<file path="src/rtl/prpg_sig_analyzer.sv">
// MISR signature compactor for the PRPG pattern stream, with Hamming-distance
// statistics and a golden-signature compare at the end of a programmed run.
module prpg_sig_analyzer #(
   parameter int unsigned NPAT_W  = 8,
   parameter int unsigned HDSUM_W = 16
) (
   input  logic               clk,
   input  logic               rst,
   input  logic               start,
   input  logic [6:0]         cfg_tap,
   input  logic [0:7]         cfg_seed,
   input  logic [NPAT_W-1:0]  cfg_npat,
   input  logic [0:7]         cfg_golden,
   input  logic               pat_valid,
   output logic               pat_ready,
   input  logic [0:7]         P,
   input  logic [0:7]         P_next,
   output logic [0:7]         sig,
   output logic [HDSUM_W-1:0] hd_sum,
   output logic [3:0]         hd_max,
   output logic [NPAT_W-1:0]  pat_cnt,
   output logic               busy,
   output logic               done,
   output logic               pass
);

   typedef enum logic [1:0] {S_IDLE, S_COLLECT, S_DONE} state_e;

   state_e              state_q, state_d;
   logic [6:0]          tap_q, tap_d;
   logic [NPAT_W-1:0]   npat_q, npat_d;
   logic [0:7]          golden_q, golden_d;
   logic [0:7]          sig_q, sig_d;
   logic [HDSUM_W-1:0]  hd_sum_q, hd_sum_d;
   logic [3:0]          hd_max_q, hd_max_d;
   logic [NPAT_W-1:0]   pat_cnt_q, pat_cnt_d;
   logic                pass_q, pass_d;

   logic [0:7]          misr_next;
   logic [0:7]          diff;
   logic [3:0]          h;
   logic [HDSUM_W:0]    hd_add;
   logic [HDSUM_W-1:0]  hd_sum_sat;
   logic [NPAT_W-1:0]   pat_inc;

   // Datapath terms for a transfer; all MISR terms use the pre-update signature.
   always_comb begin
      misr_next    = '0;
      misr_next[0] = sig_q[7] ^ P[0];
      for (int unsigned k = 1; k < 8; k++) begin
         misr_next[k] = sig_q[k-1] ^ P[k] ^ (tap_q[7-k] & sig_q[7]);
      end
      diff = P ^ P_next;
      h    = '0;
      for (int unsigned i = 0; i < 8; i++) begin
         h = h + {3'b000, diff[i]};
      end
      hd_add     = {1'b0, hd_sum_q} + {{(HDSUM_W-3){1'b0}}, h};
      hd_sum_sat = hd_add[HDSUM_W] ? '1 : hd_add[HDSUM_W-1:0];
      pat_inc    = pat_cnt_q + 1'b1;
   end

   always_comb begin
      state_d   = state_q;
      tap_d     = tap_q;
      npat_d    = npat_q;
      golden_d  = golden_q;
      sig_d     = sig_q;
      hd_sum_d  = hd_sum_q;
      hd_max_d  = hd_max_q;
      pat_cnt_d = pat_cnt_q;
      pass_d    = pass_q;
      case (state_q)
         S_IDLE: begin
            if (start) begin
               tap_d     = cfg_tap;
               npat_d    = cfg_npat;
               golden_d  = cfg_golden;
               sig_d     = cfg_seed;
               hd_sum_d  = '0;
               hd_max_d  = '0;
               pat_cnt_d = '0;
               pass_d    = 1'b0;
               if (cfg_npat == '0) begin
                  state_d = S_DONE;
                  pass_d  = (cfg_seed == cfg_golden);
               end else begin
                  state_d = S_COLLECT;
               end
            end
         end
         S_COLLECT: begin
            if (pat_valid) begin
               sig_d     = misr_next;
               hd_sum_d  = hd_sum_sat;
               hd_max_d  = (h > hd_max_q) ? h : hd_max_q;
               pat_cnt_d = pat_inc;
               if (pat_inc == npat_q) begin
                  state_d = S_DONE;
                  pass_d  = (misr_next == golden_q);
               end
            end
         end
         S_DONE: begin
            state_d = S_IDLE;
         end
         default: begin
            state_d = S_IDLE;
         end
      endcase
   end

   always_ff @(posedge clk) begin
      if (rst) begin
         state_q   <= S_IDLE;
         tap_q     <= '0;
         npat_q    <= '0;
         golden_q  <= '0;
         sig_q     <= '0;
         hd_sum_q  <= '0;
         hd_max_q  <= '0;
         pat_cnt_q <= '0;
         pass_q    <= 1'b0;
      end else begin
         state_q   <= state_d;
         tap_q     <= tap_d;
         npat_q    <= npat_d;
         golden_q  <= golden_d;
         sig_q     <= sig_d;
         hd_sum_q  <= hd_sum_d;
         hd_max_q  <= hd_max_d;
         pat_cnt_q <= pat_cnt_d;
         pass_q    <= pass_d;
      end
   end

   assign pat_ready = (state_q == S_COLLECT);
   assign busy      = (state_q == S_COLLECT);
   assign done      = (state_q == S_DONE);
   assign sig       = sig_q;
   assign hd_sum    = hd_sum_q;
   assign hd_max    = hd_max_q;
   assign pat_cnt   = pat_cnt_q;
   assign pass      = pass_q;

endmodule

</file>
<file path="config.mk">
export PLATFORM = sky130hd
export DESIGN_NAME = prpg_sig_analyzer
export DESIGN_NICKNAME = d
export VERILOG_FILES = /design/src/rtl/prpg_sig_analyzer.sv
export SDC_FILE = /design/constraint.sdc
export NUM_CORES = 1
export LEC_CHECK = 0
export BUFFER_PORTS_ARGS = -buffer_cell sky130_fd_sc_hd__buf_2
export CAP_MARGIN = 15
export CORE_UTILIZATION = 35
export CTS_BUF_LIST = sky130_fd_sc_hd__clkbuf_8
export DETAILED_ROUTE_END_ITERATION = 8
export PLACE_DENSITY = 0.63
export SLEW_MARGIN = 20
export SYNTH_ARGS = -nofsm -noshare
export SYNTH_HDL_FRONTEND = slang
export SYNTH_SLANG_ARGS = --single-unit
</file>
<file path="constraint.sdc">
create_clock -name clk -period 4.64 [get_ports clk]
set_input_delay 0.464 -clock clk [delete_from_list [all_inputs] [get_ports clk]]
set_output_delay 0.464 -clock clk [all_outputs]
set_load 0.01 [all_outputs]
</file>
# Word-level counts from Yosys, hierarchy flattened
# Cells that the tools add are included.
op_classes:
  eq_ne: 9
  mul: 0
  reduce_logical: 8
  n_lt_le_gt_ge: 1
  shift: 0
  n_div: 0
  mux: 24
  add_sub_neg: 9
  bitwise: 23
op_table:
  columns: ["op", "count"]
  rows:
  - ["two-way mux 16 bit", 3]
  - ["two-way mux 8 bit", 4]
  - ["case mux 16 bit (2 select lines)", 1]
  - ["case mux 8 bit (2 select lines)", 2]
  - ["equality test 8 bit", 3]
  - ["adder 16 x 4 -> 17 bit", 1]
  - ["adder 4 x 1 -> 4 bit", 4]
  - ["XOR 1 bit", 15]
  - ["two-way mux 4 bit", 3]
  - ["adder 8 x 1 -> 8 bit, second input constant", 1]
  - ["logical NOT 8 bit", 1]
  - ["two-way mux 2 bit", 4]
  - ["case mux 4 bit (2 select lines)", 1]
  - ["AND reduction 4 bit", 2]
  - ["XOR 8 bit", 1]
  - ["bitwise AND 1 bit", 7]
  - ["AND reduction 3 bit", 2]
  - ["adder 3 x 1 -> 4 bit", 1]
  - ["> comparator 4 bit", 1]
  - ["two-way mux 1 bit", 4]
  - ["!= test 2 x 1 -> 1 bit, second input constant", 2]
  - ["!= test 2 bit, second input constant", 2]
  - ["case mux 2 bit (2 select lines)", 1]
  - ["adder 2 x 1 -> 3 bit", 1]
  - ["7 further kinds", 7]
word_totals:
  reg_bits: 62
  latch_bits: 0
  mem_bits_ro: 0
  wordCells: 83
  output_inout_bits: 40
  ramBits: 0
  memories: 0

# Longest topological paths before layout
# Gate-level depths: netlist of the first run.
depth:
  ltp_word: 12
  depth_mapped: 17

# Least setup slack after synthesis of the first run
# OpenSTA, ideal clock, no wires.
synth_path:
  path_kind: "in2reg"
  startpoint: "input port P_next[7] (netlist bit)"
  endpoint: "register hd_sum_q[15], in the netlist hd_sum[15]"
  setup_slack_ns: -0.078
  t_arrival_ns: 4.647
  required_ns: 4.570
  path_stages: 17
  cell_sequence: "xnor2_1 fa_1 inv_1 fa_1 inv_1 fa_1 inv_1 ha_1 fa_1 inv_1 fa_1 nor2b_1 o21a_1 o21ai_1 nor3_1 o21ai_0 a21oi_1"
synth_between:
  elab_chain_cells: 6
synth_rtl:
  columns: ["item", "line_no", "rtl"]
  rows:
  - ["from (decl)", "17", "input logic [0:7] P_next,"]
  - ["XOR 8 bit", "53", "diff = P ^ P_next;"]
  - ["adder 4 x 1 -> 4 bit", "56", "h = h + {3'b000, diff[i]};"]
  - ["adder 16 x 4 -> 17 bit", "58", "hd_add = {1'b0, hd_sum_q} + {{(HDSUM_W-3){1'b0}}, h};"]
  - ["two-way mux 16 bit", "59", "hd_sum_sat = hd_add[HDSUM_W] ? '1 : hd_add[HDSUM_W-1:0];"]
  - ["two-way mux 16 bit", "93", "if (pat_valid) begin"]
  - ["case mux 16 bit (2 select lines)", "73", "case (state_q)"]
  - ["to (signal assigned)", "130", "hd_sum_q <= hd_sum_d;"]
  - ["to (decl)", "34", "logic [HDSUM_W-1:0] hd_sum_q, hd_sum_d;"]
# Every way passes these cells. The select of a mux whose other input is x is not followed.
# A chain may end at the register's enable or synchronous reset.

# Worst setup path after layout of the first run
layout_path:
  startpoint: "input port P[4] (netlist bit)"
  endpoint: "register hd_sum_q[14], in the netlist hd_sum[14]"
layout_between:
  elab_chain_cells: 9
layout_rtl:
  columns: ["item", "line_no", "rtl"]
  rows:
  - ["from (decl)", "16", "input logic [0:7] P,"]
  - ["XOR 8 bit", "53", null]
  - ["adder 4 x 1 -> 4 bit (4 in a row)", "56", null]
  - ["adder 16 x 4 -> 17 bit", "58", null]
  - ["two-way mux 16 bit", "59", null]
  - ["two-way mux 16 bit", "93", null]
  - ["case mux 16 bit (2 select lines)", "73", null]
# Every way passes these cells. The select of a mux whose other input is x is not followed.

==> run summary, run 1 <==
- number of warnings reported in the yosys synthesis log: 0
- number of antenna cells inserted: 0
- Port Buf Inserts: 90
- class of the tightest hold or removal check: in -> reg
- worst path arrival time: 4.60 ns
- Gate Count Post-Synth: 468
- floorplan die area: 10,900 um2
- Skew-Pair Late Insertion Delay: 0.35 ns
- startpoint-to-endpoint class of the critical path: in -> reg
- clock tree skew after final layout: 0.0150 ns
- number of distinct library cell variants in the gate-level netlist after synthesis: 49
- clock period minus final worst setup slack: 4.38 ns
- largest cells by area after synthesis: sky130_fd_sc_hd__dfxtp_1 (34%), sky130_fd_sc_hd__nand2_1 (8.1%), sky130_fd_sc_hd__xnor2_1 (7.6%)
- deepest clock path buffer count: 2
- commonest cells after routing, fill and taps aside: sky130_fd_sc_hd__buf_2 (90), sky130_fd_sc_hd__nand2_1 (79), sky130_fd_sc_hd__dfxtp_1 (62)
- combined area of all synthesized cells: 3680 um2
- required time of the worst setup path: 4.86 ns
- switching share of power: 37.0%
- Top-Level Pins: 91
- fin util: 44.9%
- setup slack after layout: 0.264 ns
- sequential cell fraction of total power: 34.0%
- share of the synthesized area in the top cell type: 33.7%
- number of sinks driven by the clock tree: 62
- largest voltage drop on the vdd net: 0.250 mV
- async set-reset flop share out of synthesis: 0%
- sum of routed wire length over all layers: 10.3 mm
- most common library cell in the layout ignoring fill and taps: sky130_fd_sc_hd__buf_2
- total core area: 10,300 um2
- Chip Width: 105 um
- RePlAce Congestion: 0.853
- Combinational Power Share: 38.8%
- Initial Utilization: 35.8%
- DR vias: 3,647
- average routed wire per standard cell: 14.7 um
- crit path launch type: input port
- Filler cells: 1,080
- CTS Hold Buffers Added: 0
- Placement Rows: 37
- proportion of layout cells with a drive suffix above 1: 25.1%
- pin count of the biggest net entering global routing: 50
- internal portion of total power: 1.15 mW
- r2r worst-path depth: 8
- number of enable flip-flop cells after synthesis: 0
- number of nets at the end of the flow: 632
- setup repair after global routing missed its margin: no
- Sw Pwr: 0.676 mW
- number of global-route vias before repair: 3,452
- Final Hold Violating Endpoints: 0
- largest fanout of any net on the critical path: 5
- area taken by flip-flops and latches: 1240 um2
- area of combinational cells with multiple inputs: 2330 um2
- global-route wire length before repair: 16.9 mm
- number of DRC violations after detailed-routing iteration 0: 131
- count of state elements after synthesis: 62
- average cell area after synthesis: 7.86 um2
- number of CTS-inserted buffers: 9
- relative slew slack: 28.7%
- clock network fraction of total power: 27.2%
- cell depth of the worst hold path: 3
- leakage component of the power: 1.92 nW
- PwrDens: 396 nW/um2
- global-route usage over all layers: 19.3%
- height of the chip: 105 um
- leading register cell type out of synthesis: sky130_fd_sc_hd__dfxtp_1
- DRC violations left: 0
- master cell of the clock root buffer: sky130_fd_sc_hd__clkbuf_8
- clock-pin slew reported for the worst setup and hold paths after clock tree synthesis: 0.08 ns
- critical path capture point type: register
- Final HPWL DP: 7.49 mm
- via count normalized by instance count: 5.17
- Slew Limit Fails: 0
- slew at the pin with the worst max-slew slack: 1.07 ns
- pre-CTS setup slack: -0.358 ns
- sequential cell area fraction in the yosys report: 33.7%
- Synthesized Nets: 536
- outcome: finished, final reports clean
- ratio of final minimum period to clock period: 94.3%
- max-capacitance violation count: 0
- H-tree depth reported by CTS: 3
- cell type contributing the most total cell area after synthesis: sky130_fd_sc_hd__dfxtp_1
- GRT overflow: 0
- total iterations of the first detailed-routing run: 4
- final setup violation count: 0
- synthesis-to-layout area growth: 25.4%
- count of nets left with antenna violations after detail routing: 0
- number of antenna violations at the first check in global routing: 0
- Peak Freq: 229 MHz
- TritonCTS clock tree: yes
==> layer usage <==
metal / routed length (um) / track usage [%] / share of wire (%)
met2: 5190 / 32.8 / 50
met5: 0 / 0 / 0
met1: 4500 / 24.3 / 44
met4: 170 / 6.33 / 1.6
met3: 480 / 3.87 / 4.6
==> state kept, by name (all words and copies together) (netlist names) <==
signal / cells
golden_q: 8
pat_cnt: 8
hd_sum: 16
npat_q: 8
sig: 8
state_q: 2
hd_max: 4
pass: 1
tap_q: 7
==> cell usage after synthesis (4+ instances only) <==
cell	number
sky130_fd_sc_hd__clkbuf_1	17
sky130_fd_sc_hd__nor2_1	33
sky130_fd_sc_hd__o21ai_0	21
sky130_fd_sc_hd__dfxtp_1	62
sky130_fd_sc_hd__ha_1	12
sky130_fd_sc_hd__nor3_1	20
sky130_fd_sc_hd__xor2_1	16
sky130_fd_sc_hd__nor4_1	6
sky130_fd_sc_hd__xnor2_1	32
sky130_fd_sc_hd__o31ai_1	4
sky130_fd_sc_hd__nand2_1	79
sky130_fd_sc_hd__a311oi_1	4
sky130_fd_sc_hd__nor2b_1	5
sky130_fd_sc_hd__nand3_1	6
sky130_fd_sc_hd__a211oi_1	9
sky130_fd_sc_hd__inv_1	19
sky130_fd_sc_hd__fa_1	5
sky130_fd_sc_hd__a21oi_1	52
sky130_fd_sc_hd__nand4_1	7
sky130_fd_sc_hd__nand4b_1	4
==> final timing paths <==
path                            slack, ns    endpoint  startpoint
worst max register to register       1.77      sig[4]  state_q[0]
worst min register to register       0.46    tap_q[6]    tap_q[6]
worst max-delay path                 0.26  hd_sum[14]        P[4]
worst min-delay path                 0.35    tap_q[4]  cfg_tap[4]
==> through the flow <==
stage	TNS (ns)	instance area, um2	total power, mW	instances	hold WS (ns)
6_report	0	4620	1.83	705	0.348
5_1_grt	0	4620	1.97	705	0.333
4_1_cts	0	4530	1.82	701	0.332
3_5_place_dp	-3.62	4320	1.32	685	0.450
3_3_place_gp	-1.97	4320	1.30	685	0.444
2_1_floorplan	0	3680	1.09	468	0.436
==> power by group through the flow <==
stage / Clock, mW / Combinational, mW / Sequential, mW
floorplan: 0 / 0.461 / 0.633
global placement: 0 / 0.664 / 0.633
detailed placement: 0 / 0.685 / 0.635
CTS: 0.510 / 0.688 / 0.622
global route: 0.531 / 0.805 / 0.629
finish: 0.497 / 0.710 / 0.622
==> logic make-up after synthesis <==
logic type / count (synthesis) / synth area share [%]
AOI/OAI and AO/OA: 113 / 18.9
adders and majority gates: 17 / 6.80
xor gates and xnor gates: 49 / 11.9
and+or+nand+nor: 180 / 23.1
DFF: 62 / 33.7
muxes: 3 / 0.816
buffers and inverters: 44 / 4.79
==> cell type report <==
| class | count | area share [%] |
|---|---|---|
| clock inverter | 7 | 1.71 |
| multi-input combinational | 362 | 50.4 |
| tap | 136 | 3.69 |
| sequential | 62 | 26.9 |
| inverter | 19 | 1.55 |
| clock buffer | 9 | 2.68 |
| timing repair buffer | 110 | 13.1 |
==> worst max-delay path: stages <==
cell and delay, ns:
sky130_fd_sc_hd__buf_2 0.12, sky130_fd_sc_hd__xnor2_2 0.14, sky130_fd_sc_hd__fa_1 0.55, sky130_fd_sc_hd__inv_2 0.04
sky130_fd_sc_hd__fa_1 0.52, sky130_fd_sc_hd__inv_1 0.05, sky130_fd_sc_hd__fa_1 0.47, sky130_fd_sc_hd__inv_1 0.04
sky130_fd_sc_hd__ha_2 0.19, sky130_fd_sc_hd__fa_2 0.37, sky130_fd_sc_hd__xor2_2 0.16, sky130_fd_sc_hd__ha_1 0.31
sky130_fd_sc_hd__nor2b_1 0.14, sky130_fd_sc_hd__o21a_1 0.22, sky130_fd_sc_hd__o211ai_1 0.36, sky130_fd_sc_hd__buf_4 0.21
sky130_fd_sc_hd__nand2_1 0.05, sky130_fd_sc_hd__mux2i_1 0.13, sky130_fd_sc_hd__nor3_1 0.06
==> timing repair <==
action,in CTS,in global routing
setup endpoints to repair,1,14
pin swaps,0,13
setup buffers,0,4
resized for setup,1,16
hold endpoints to repair,0,0
No activity file was read; power rests on OpenSTA's default activity.
==> run 2: changes to the inputs <==
Settings changed: PLACE_DENSITY 0.63 to 0.61.
Clock period 4.64 ns to 5 ns, I/O delays scaled along.
==> run 2 against run 1 <==
Compared with the run above: design area decreased by 2.6%; non-clock buffer count decreased by 11; combinational power decreased by 15%; highest routed layer unchanged; sequential cell count unchanged; cell count decreased by 1.6%; sequential power decreased by 7.1%; first-iteration DRC count increased by 13%; clock-buffer cell count increased by 1; global-route usage increased by 0.28 points; routed wire length decreased by 1.8%.
==> run summary, run 2 (same netlist as run 1, synthesis figures left out) <==
- outcome: finished, final reports clean, unchanged
- height of the chip: 105 um, unchanged
- CTS Hold Buffers Added: 0, unchanged
- floorplan die area: 10,900 um2, unchanged
- GRT overflow: 0, unchanged
- Skew-Pair Late Insertion Delay: 0.35 ns, about the same
- number of sinks driven by the clock tree: 62, unchanged
- area taken by flip-flops and latches: 1240 um2, unchanged
- max reg flops: 16, unchanged
- startpoint-to-endpoint class of the critical path: in -> reg, unchanged
- met1 Usage GRT: 24.3%, about the same
- proportion of layout cells with a drive suffix above 1: 21.5%, was 25.1%
- Slowest Stage Delay on Critical Path: 0.54 ns, was 0.55 ns
- Placement Rows: 37, unchanged
- number of nets at the end of the flow: 621, was 632
- sum of routed wire length over all layers: 10.2 mm, was 10.3 mm
- GR Layer Usage met3: 4.43%, was 3.87%
- crit path launch type: input port, unchanged
- clock network fraction of total power: 30.4%, was 27.2%
- clock-pin slew reported for the worst setup and hold paths after clock tree synthesis: 0.08 ns, about the same
- ratio of final minimum period to clock period: 94.1%
- CP most frequent cell: sky130_fd_sc_hd__fa_1, unchanged
- standard cell with the maximum stage delay on the critical path: sky130_fd_sc_hd__fa_1, unchanged
- sequential cell fraction of total power: 34.0%, about the same
- total iterations of the first detailed-routing run: 4, unchanged
- deepest clock path buffer count: 2, unchanged
- DRC violations left: 0, unchanged
- PwrDens: 378 nW/um2, was 396 nW/um2
- Slew Limit Fails: 0, unchanged
- internal portion of total power: 1.10 mW, was 1.15 mW
- pin count of the biggest net entering global routing: 49, was 50
- total core area: 10,300 um2, unchanged
- via count normalized by instance count: 5.20, was 5.17
- leakage component of the power: 1.84 nW, was 1.92 nW
- Chip Width: 105 um, unchanged
- Final Hold Violating Endpoints: 0, unchanged
- buffers inserted during post-CTS setup optimization: 0, unchanged
- Port Buf Inserts: 90, unchanged
- most common library cell in the layout ignoring fill and taps: sky130_fd_sc_hd__buf_2, unchanged
- final setup violation count: 0, unchanged
- synthesis-to-layout area growth: 22.1%, was 25.4%
- largest fanout of any net on the critical path: 6, was 5
- relative slew slack: 32.5%, was 28.7%
- number of CTS-inserted buffers: 9, unchanged
- max-capacitance violation count: 0, unchanged
- RePlAce Congestion: 0.839, was 0.853
- Filler cells: 1,099, was 1,080
- Sw Pwr: 0.602 mW, was 0.676 mW
- dominant delay contributor by cell family on the critical path: adder cells, unchanged
- Initial Utilization: 35.8%, unchanged
- setup repair after global routing missed its margin: no, unchanged
- clock tree skew after final layout: 0.00964 ns, was 0.0150 ns
- required time of the worst setup path: 5.28 ns, was 4.86 ns
- DR vias: 3,612, was 3,647
- Gates resized, CTS repair: 0, was 1
- grt peak-use layer: met2, unchanged
- average routed wire per standard cell: 14.6 um, was 14.7 um
- H-tree depth reported by CTS: 3, unchanged
- Combinational Power Share: 35.6%, was 38.8%
- area of combinational cells with multiple inputs: 2260 um2, was 2330 um2
- setup slack after layout: 0.296 ns, was 0.264 ns
- Final HPWL DP: 7.40 mm, was 7.49 mm
- number of antenna cells inserted: 0, unchanged
- Peak Freq: 213 MHz
- TritonCTS clock tree: yes, unchanged
- met2 Usage GRT: 33.1%, was 32.8%
- slew at the pin with the worst max-slew slack: 1.01 ns, was 1.07 ns
- number of global-route vias before repair: 3,436, was 3,452
- master cell of the clock root buffer: sky130_fd_sc_hd__clkbuf_8, unchanged
- switching share of power: 35.5%, was 37.0%
- commonest cells after routing, fill and taps aside: sky130_fd_sc_hd__buf_2 (90), sky130_fd_sc_hd__nand2_1 (79), sky130_fd_sc_hd__dfxtp_1 (62), unchanged
- global-route usage over all layers: 19.6%, was 19.3%
- count of nets left with antenna violations after detail routing: 0, unchanged
- global-route wire length before repair: 17.1 mm, was 16.9 mm
- cell chain of the critical path: buf_2 > xnor2_1 > fa_1 > inv_1 > fa_1 > inv_1 > fa_1 > inv_1 > ha_1 > fa_1 > inv_1 > fa_1 > nor2b_1 > o21a_1 > o21ai_1 > nor3_1 > buf_4 > o21ai_0 > a21oi_1, was buf_2 > xnor2_2 > fa_1 > inv_2 > fa_1 > inv_1 > fa_1 > inv_1 > ha_2 > fa_2 > xor2_2 > ha_1 > nor2b_1 > o21a_1 > o211ai_1 > buf_4 > nand2_1 > mux2i_1 > nor3_1
- Top-Level Pins: 91, unchanged
- critical path buffer and inverter count: 6, was 5
- largest voltage drop on the vdd net: 0.163 mV, was 0.250 mV
- critical path capture point type: register, unchanged
- clock period minus final worst setup slack: 4.70 ns
- worst path arrival time: 4.98 ns, was 4.60 ns
- number of DRC violations after detailed-routing iteration 0: 148, was 131
- number of antenna violations at the first check in global routing: 0, unchanged
- pre-CTS setup slack: -0.0326 ns, was -0.358 ns
- class of the tightest hold or removal check: in -> reg, unchanged
- Setup TNS: 0 ns, unchanged
-- run 2: cell types whose count changed in the layout (fill, tap and decap cells not counted), sizes merged --
| cell | before | now |
|---|---|---|
| buf | 110 | 99 |
| clkinv | 3 | 2 |
| inv | 22 | 20 |
| clkinvlp | 0 | 1 |
| bufinv | 1 | 2 |
| clkbuf | 9 | 10 |
-- run 2: path summary, 6_finish.rpt --
path              depth (start not counted)  slack (ns)        end  startpoint
setup / recovery                         19        0.30  hd_sum[7]        P[7]
hold / removal                            3        0.38   tap_q[6]  cfg_tap[6]
setup reg to reg                          7        1.79     sig[4]  state_q[0]
hold reg to reg                           2        0.46   tap_q[2]    tap_q[2]
-- run 2: final cells by class --
| type | count | area share (%) |
|---|---|---|
| clock inverter | 6 | 2.09 |
| inverter | 19 | 1.59 |
| timing repair buffer | 99 | 11.5 |
| multi-input combinational | 362 | 50.3 |
| clock buffer | 10 | 3.06 |
| tap | 136 | 3.79 |
| sequential | 62 | 27.6 |
-- run 2: worst register-to-register path: stages (launching register included) --
cell and delay [ns]:
sky130_fd_sc_hd__dfxtp_1 0.44, sky130_fd_sc_hd__nand2b_1 0.45, sky130_fd_sc_hd__inv_1 0.38, sky130_fd_sc_hd__and2_1 0.76, sky130_fd_sc_hd__nor2_1 0.42, sky130_fd_sc_hd__buf_4 0.31
sky130_fd_sc_hd__a211oi_1 0.25, sky130_fd_sc_hd__nor3_1 0.07
-- run 2: power groups by stage --
stage / clock (mW) / combinational (mW) / sequential, mW
floorplan: 0 / 0.428 / 0.587
global placement: 0 / 0.599 / 0.588
detailed placement: 0 / 0.610 / 0.589
CTS: 0.524 / 0.613 / 0.578
global route: 0.548 / 0.693 / 0.584
finish: 0.516 / 0.604 / 0.578
-- run 2: metal layers --
metal,part of all wire (%),wire [um]
met5,0,0
met4,1.6,159
met3,4.3,434
met2,49,4950
met1,45,4610
-- run 2: stage by stage --
stage / instances / hold slack (ns) / power (mW) / util [%] / cell area [um2]
3_3_place_gp: 678 / 0.445 / 1.19 / 41.5 / 4260
5_1_grt: 694 / 0.376 / 1.83 / 43.7 / 4490
6_report: 694 / 0.383 / 1.70 / 43.7 / 4490
3_5_place_dp: 678 / 0.447 / 1.20 / 41.5 / 4260
4_1_cts: 694 / 0.372 / 1.71 / 43.7 / 4490
2_1_floorplan: 468 / 0.436 / 1.01 / - / 3680
